$ cat config.mk
export PLATFORM = sky130hd
export DESIGN_NAME = mem_bist
export DESIGN_NICKNAME = d
export VERILOG_FILES = /design/src/rtl/mem_bist.sv
export SDC_FILE = /design/constraint.sdc
export NUM_CORES = 1
export LEC_CHECK = 0
export ABC_AREA = 1
export CAP_MARGIN = 20
export CELL_PAD_IN_SITES_DETAIL_PLACEMENT = 1
export CELL_PAD_IN_SITES_GLOBAL_PLACEMENT = 2
export CORE_UTILIZATION = 28
export DETAILED_ROUTE_END_ITERATION = 8
export PLACE_DENSITY_LB_ADDON = 0.1
export SETUP_SLACK_MARGIN = 0.2
export SLEW_MARGIN = 10
export SYNTH_ARGS = -nofsm -noshare
export SYNTH_HDL_FRONTEND = slang
export SYNTH_SLANG_ARGS = --single-unit
$ cat constraint.sdc
create_clock -name clk -period 1.45 [get_ports clk]
set_input_delay 0.29 -clock clk [delete_from_list [all_inputs] [get_ports clk]]
set_output_delay 0.29 -clock clk [all_outputs]
set_load 0.01 [all_outputs]
$ cat src/rtl/mem_bist.sv
// March-style memory BIST: write seed^addr to every word, read back and compare.
// Optional inverted second write/read pass when MEM_BIST_INV_PASS_EN is defined.
module mem_bist #(
    parameter int unsigned ADDR_W = 5,
    parameter int unsigned DATA_W = 8
) (
    input  logic              clk,
    input  logic              rst,
    input  logic              start,
    input  logic [DATA_W-1:0] seed,
    output logic              busy,
    output logic              done,
    output logic              pass,
    output logic [ADDR_W:0]   err_count,
    output logic [ADDR_W-1:0] fail_addr,
    output logic              mem_read,
    output logic              mem_write,
    output logic [ADDR_W-1:0] mem_addr,
    output logic [DATA_W-1:0] mem_wdata,
    input  logic [DATA_W-1:0] mem_rdata
);

    typedef enum logic [2:0] {StIdle, StWrite, StRead, StDrain, StDone} state_e;

    localparam logic [ADDR_W-1:0] LastAddr = '1;

    state_e              r_state, w_state_d;
    logic [ADDR_W-1:0]   r_cnt, w_cnt_d;
    logic [DATA_W-1:0]   r_seed;
    logic [ADDR_W-1:0]   r_rd_addr;
    logic                r_rd_valid;
    logic [ADDR_W:0]     r_err;
    logic [ADDR_W-1:0]   r_fail;
    logic                r_pass;
    logic [DATA_W-1:0]   w_wr_pat;
    logic [DATA_W-1:0]   w_rd_exp;
    logic                w_mismatch;

`ifdef MEM_BIST_INV_PASS_EN
    logic r_inv, w_inv_d;
    logic r_rd_inv;

    assign w_wr_pat = r_inv ? ~(r_seed ^ DATA_W'(r_cnt)) : (r_seed ^ DATA_W'(r_cnt));
    assign w_rd_exp = r_rd_inv ? ~(r_seed ^ DATA_W'(r_rd_addr)) : (r_seed ^ DATA_W'(r_rd_addr));
`else
    assign w_wr_pat = r_seed ^ DATA_W'(r_cnt);
    assign w_rd_exp = r_seed ^ DATA_W'(r_rd_addr);
`endif

    assign w_mismatch = r_rd_valid && (mem_rdata != w_rd_exp);

    always_comb begin
        w_state_d = r_state;
        w_cnt_d   = r_cnt;
        mem_read  = 1'b0;
        mem_write = 1'b0;
        mem_addr  = '0;
        mem_wdata = '0;
`ifdef MEM_BIST_INV_PASS_EN
        w_inv_d   = r_inv;
`endif
        unique case (r_state)
            StIdle: begin
                if (start) begin
                    w_state_d = StWrite;
                    w_cnt_d   = '0;
`ifdef MEM_BIST_INV_PASS_EN
                    w_inv_d   = 1'b0;
`endif
                end
            end
            StWrite: begin
                mem_write = 1'b1;
                mem_addr  = r_cnt;
                mem_wdata = w_wr_pat;
                w_cnt_d   = r_cnt + 1'b1;
                if (r_cnt == LastAddr) w_state_d = StRead;
            end
            StRead: begin
                mem_read = 1'b1;
                mem_addr = r_cnt;
                w_cnt_d  = r_cnt + 1'b1;
                if (r_cnt == LastAddr) begin
`ifdef MEM_BIST_INV_PASS_EN
                    if (!r_inv) begin
                        w_state_d = StWrite;
                        w_inv_d   = 1'b1;
                    end else begin
                        w_state_d = StDrain;
                    end
`else
                    w_state_d = StDrain;
`endif
                end
            end
            StDrain: w_state_d = StDone;
            StDone:  w_state_d = StIdle;
            default: w_state_d = StIdle;
        endcase
    end

    always_ff @(posedge clk or posedge rst) begin
        if (rst) begin
            r_state    <= StIdle;
            r_cnt      <= '0;
            r_seed     <= '0;
            r_rd_addr  <= '0;
            r_rd_valid <= 1'b0;
            r_err      <= '0;
            r_fail     <= '0;
            r_pass     <= 1'b0;
`ifdef MEM_BIST_INV_PASS_EN
            r_inv      <= 1'b0;
            r_rd_inv   <= 1'b0;
`endif
        end else begin
            r_state    <= w_state_d;
            r_cnt      <= w_cnt_d;
            // Read data returns one cycle later, so the compare uses the registered address.
            r_rd_valid <= (r_state == StRead);
            r_rd_addr  <= r_cnt;
`ifdef MEM_BIST_INV_PASS_EN
            r_inv      <= w_inv_d;
            r_rd_inv   <= r_inv;
`endif
            if (r_state == StIdle && start) begin
                r_seed <= seed;
                r_err  <= '0;
                r_fail <= '0;
                r_pass <= 1'b0;
            end else begin
                if (w_mismatch) begin
                    if (r_err != '1) r_err <= r_err + 1'b1;
                    if (r_err == '0) r_fail <= r_rd_addr;
                end
                if (r_state == StDrain) r_pass <= (r_err == '0) && !w_mismatch;
            end
        end
    end

    assign busy      = (r_state == StWrite) || (r_state == StRead) || (r_state == StDrain);
    assign done      = (r_state == StDone);
    assign pass      = r_pass;
    assign err_count = r_err;
    assign fail_addr = r_fail;

endmodule

==> metrics.md <==
| Metric | Value |
|---|---|
| Total track usage | `18.5%` |
| DIE AREA | `between 7000 and 8000 um2` |
| P&R area growth vs syn | `76.6%` |
| Clk slew on worst S/H paths | `approximately 80 ps` |
| Status | `finished, violations left` |
| Worst setup path category | `flip-flop to output pin` |
| Die Span Y | `86.1 um` |
| Number of remaining DRC errors | `0` |
| Worst vdd ir | `0.000912 V` |
| Syn Nets | `~280` |
| Tmin final | `1710 ps` |
| Vias | `between 2k and 2.5k` |
| Initial Util | `between 20% and 30%` |
| Final wirelength | `between 6 and 7 mm` |
| Global-route wire length before repair | `between 10 and 15 mm` |
| Wirelength per Cell | `approximately 13 um` |
| Critical path arrival | `between 1000 and 1500 ps` |
| RSZ-0062 raised after global routing | `yes` |
| Site Rows | `30` |
| Finish-stage setup viols | `43` |
| Power density over the cells | `approximately 2200 nW/um2` |
| Nets | `around 410` |
| Max-slew violation count | `0` |
| Final clock skew | `15.5 ps` |
| Worst-Skew Late Latency | `around 290 ps` |
| GRT Residual Overflow | `0` |
| Clk sink count | `34` |
| Final period util | `118%` |
| DRT Pass-1 Iters | `4` |
| Avg Vias per Cell | `~4.4` |
| Slew HR | `a little over two thirds` |
| Layout cells sized above 1 | `42.4%` |
| Worst slew pin tran | `between 400 and 500 ps` |
| Final cell count without fillers | `between 400 and 500` |
| H-tree depth | `2` |
| Core Region | `6830 um2` |
| Vias in the first global route | `2248` |
| Critical path endpoint category | `output pin` |
| Crit Path Max Fanout | `6` |
| Pin count of the biggest net entering global routing | `35` |
| Post-DP HPWL | `4.49 mm` |
| DRT iter0 DRCs | `between 80 and 90` |
| Static leakage power | `1.78 nW` |
| IO Port Bufs | `47` |
| Post-Syn Instances | `roughly 260` |
| Yosys reg bits | `34` |
| Final core occ | `51.2%` |
| Worst setup margin | `-262 ps` |
| Synth Warn # | `0` |
| Unique cell type count in the Yosys netlist | `30` |
| Violated checks | `setup timing` |
| Fin. Hold Viols | `0` |
| Synthesized area | `1980 um2` |
| Gpl congestion | `0.799` |
| Total CTS buffers | `5` |
| Die width | `86.1 um` |
| Max-Cap Viols | `0` |
| CTS tree | `yes` |
| Worst hold path class | `input pin to async pin` |
| Boundary Pins | `48` |
| Mean Syn Cell Area | `between 7 and 8 um2` |
| Clock root buffer | `clkbuf_8` |
| Register area share after synthesis | `between 40 and 50%` |
| Crit path required time | `approximately 1200 ps` |
| Diodes inserted | `0` |
| Initial antenna violation count | `0` |
| Max Freq | `about 580 MHz` |
| Worst setup SP type | `flip-flop` |
| Clock Path Buffers | `2` |
| Placed Cells | `between 400 and 500` |
| Routed Antenna Nets | `0` |
-- worst paths after layout --
check / end / slack, ps / cells after the start / startpoint
max in group asynchronous: r_state[0] / 890 / 3 / rst
max reg2reg: err_count[3] / -190 / 11 / r_state[0]
min in group clk: r_rd_addr[3] / 420 / 0 / r_cnt[3]
max: mem_addr[2] / -260 / 7 / r_state[0]
min: r_seed[6] / 340 / 3 / rst
min reg2reg: r_rd_addr[3] / 420 / 0 / r_cnt[3]
-- kinds of logic after synthesis --
| family | count (synthesis) | synth area share, % |
|---|---|---|
| buffers and inverters | 50 | 10.3 |
| DFF | 34 | 43.0 |
| adders and majority gates | 4 | 2.53 |
| AOI/OAI and AO/OA | 22 | 6.57 |
| xor gates and xnor gates | 4 | 1.77 |
| and+or+nand+nor | 147 | 35.9 |
-- per-stage QoR --
step	cell area (um2)	hold WS (ps)	power, mW	setup slack [ps]	TNS, ps
2_1_floorplan	2050	374	3.72	146	0
4_1_cts	3420	356	7.46	-252	-6580
3_3_place_gp	2990	394	5.74	-452	-10730
5_1_grt	3500	356	8.26	-325	-10690
6_report	3500	340	7.65	-262	-7330
3_5_place_dp	2990	397	5.83	-479	-11110
-- routing by layer --
metal	up-vias	GRT usage [%]	share of wire [%]
met2	29	34.6	53
met1	1015	21.3	43
met4	0	4.85	0.76
li1	1061	-	-
met3	4	3.66	3.3
met5	-	0	0
-- state kept, by name (all words and copies together) (netlist names) --
signal      cells
r_rd_valid      1
err_count       6
fail_addr       5
r_rd_addr       5
r_state         3
r_seed          8
pass            1
r_cnt           5
-- worst max-delay path: stages (launching register included) --
cell and delay (ps):
dfrtp_2 440, buf_6 130, nor2_4 140, nand2_4 90, nand2_4 100, inv_8 60
nor2_4 80, buf_6 100
-- synthesized netlist by cell type --
cell       n  share of area, %
nor2_1    18               3.4
nand4_1    1              0.32
nand2_1   88                17
nand2_4    3               1.7
buf_6      1              0.57
inv_6      1              0.44
nand3_1   19               4.8
nand3_4    4               3.5
a21oi_1    7               1.8
nand2_2    2              0.63
inv_1     34               6.4
inv_2     11               2.1
nor2_2     3              0.95
o21ai_0    8               2.0
a21oi_2    1              0.44
dfrtp_1   34                43
buf_2      3              0.76
o32ai_2    1              0.82
o21ai_1    3              0.76
xor2_1     2              0.88
ha_1       4               2.5
xnor2_1    2              0.88
nand4_4    1               1.1
nand3_2    1              0.51
o21ai_2    1              0.44
nor3_1     4               1.0
o22ai_1    1              0.32
nand3b_1   1              0.38
nor3b_1    1              0.38
nor3_2     1              0.51
-- cell usage in the layout, fill, tap and decap left out, types with 2 or more instances in the layout --
cell             count
nor2_2               3
a21oi_2              4
dfrtp_1             30
nor2_4              12
buf_16               2
o21ai_1              6
xnor2_1              2
buf_12               3
nand3_4              5
xor2_1               2
buf_4               52
clkdlybuf4s50_1     18
nand2_4              4
inv_1               31
clkbuf_8             6
nor2_1               6
buf_6               31
ha_2                 3
nor3_1               3
clkbuf_2             3
nand2_1             85
nand2_2              3
a21oi_1              4
inv_8                2
nand3_1             18
dfrtp_2              4
buf_2                6
nor3_2               2
o21ai_0              5
inv_2               12
clkdlybuf4s15_1      7
-- power by group --
group | switching [mW] | internal (mW)
combinational | 2.54 | 2.68
clock | 0.360 | 0.384
sequential | 0.335 | 1.35
-- area by class of cell --
type,count,area [um2]
Fill cell,824,3330
Multi-Input combinational cell,177,1090
Tap cell,96,120
Inverter,46,190
Timing Repair Buffer,122,1150
Clock buffer,7,86.3
Sequential cell,34,856
Clock inverter,1,5.00
-- timing repair --
| item | CTS | global route |
|---|---|---|
| gates resized for setup | 144 | 25 |
| setup endpoints to repair | 56 | 53 |
| hold buffers | 0 | 0 |
| buffers inserted | 22 | 4 |
| pin swaps | 8 | 4 |
| gates cloned | 2 | 0 |
(Power assumes the default switching activity.)
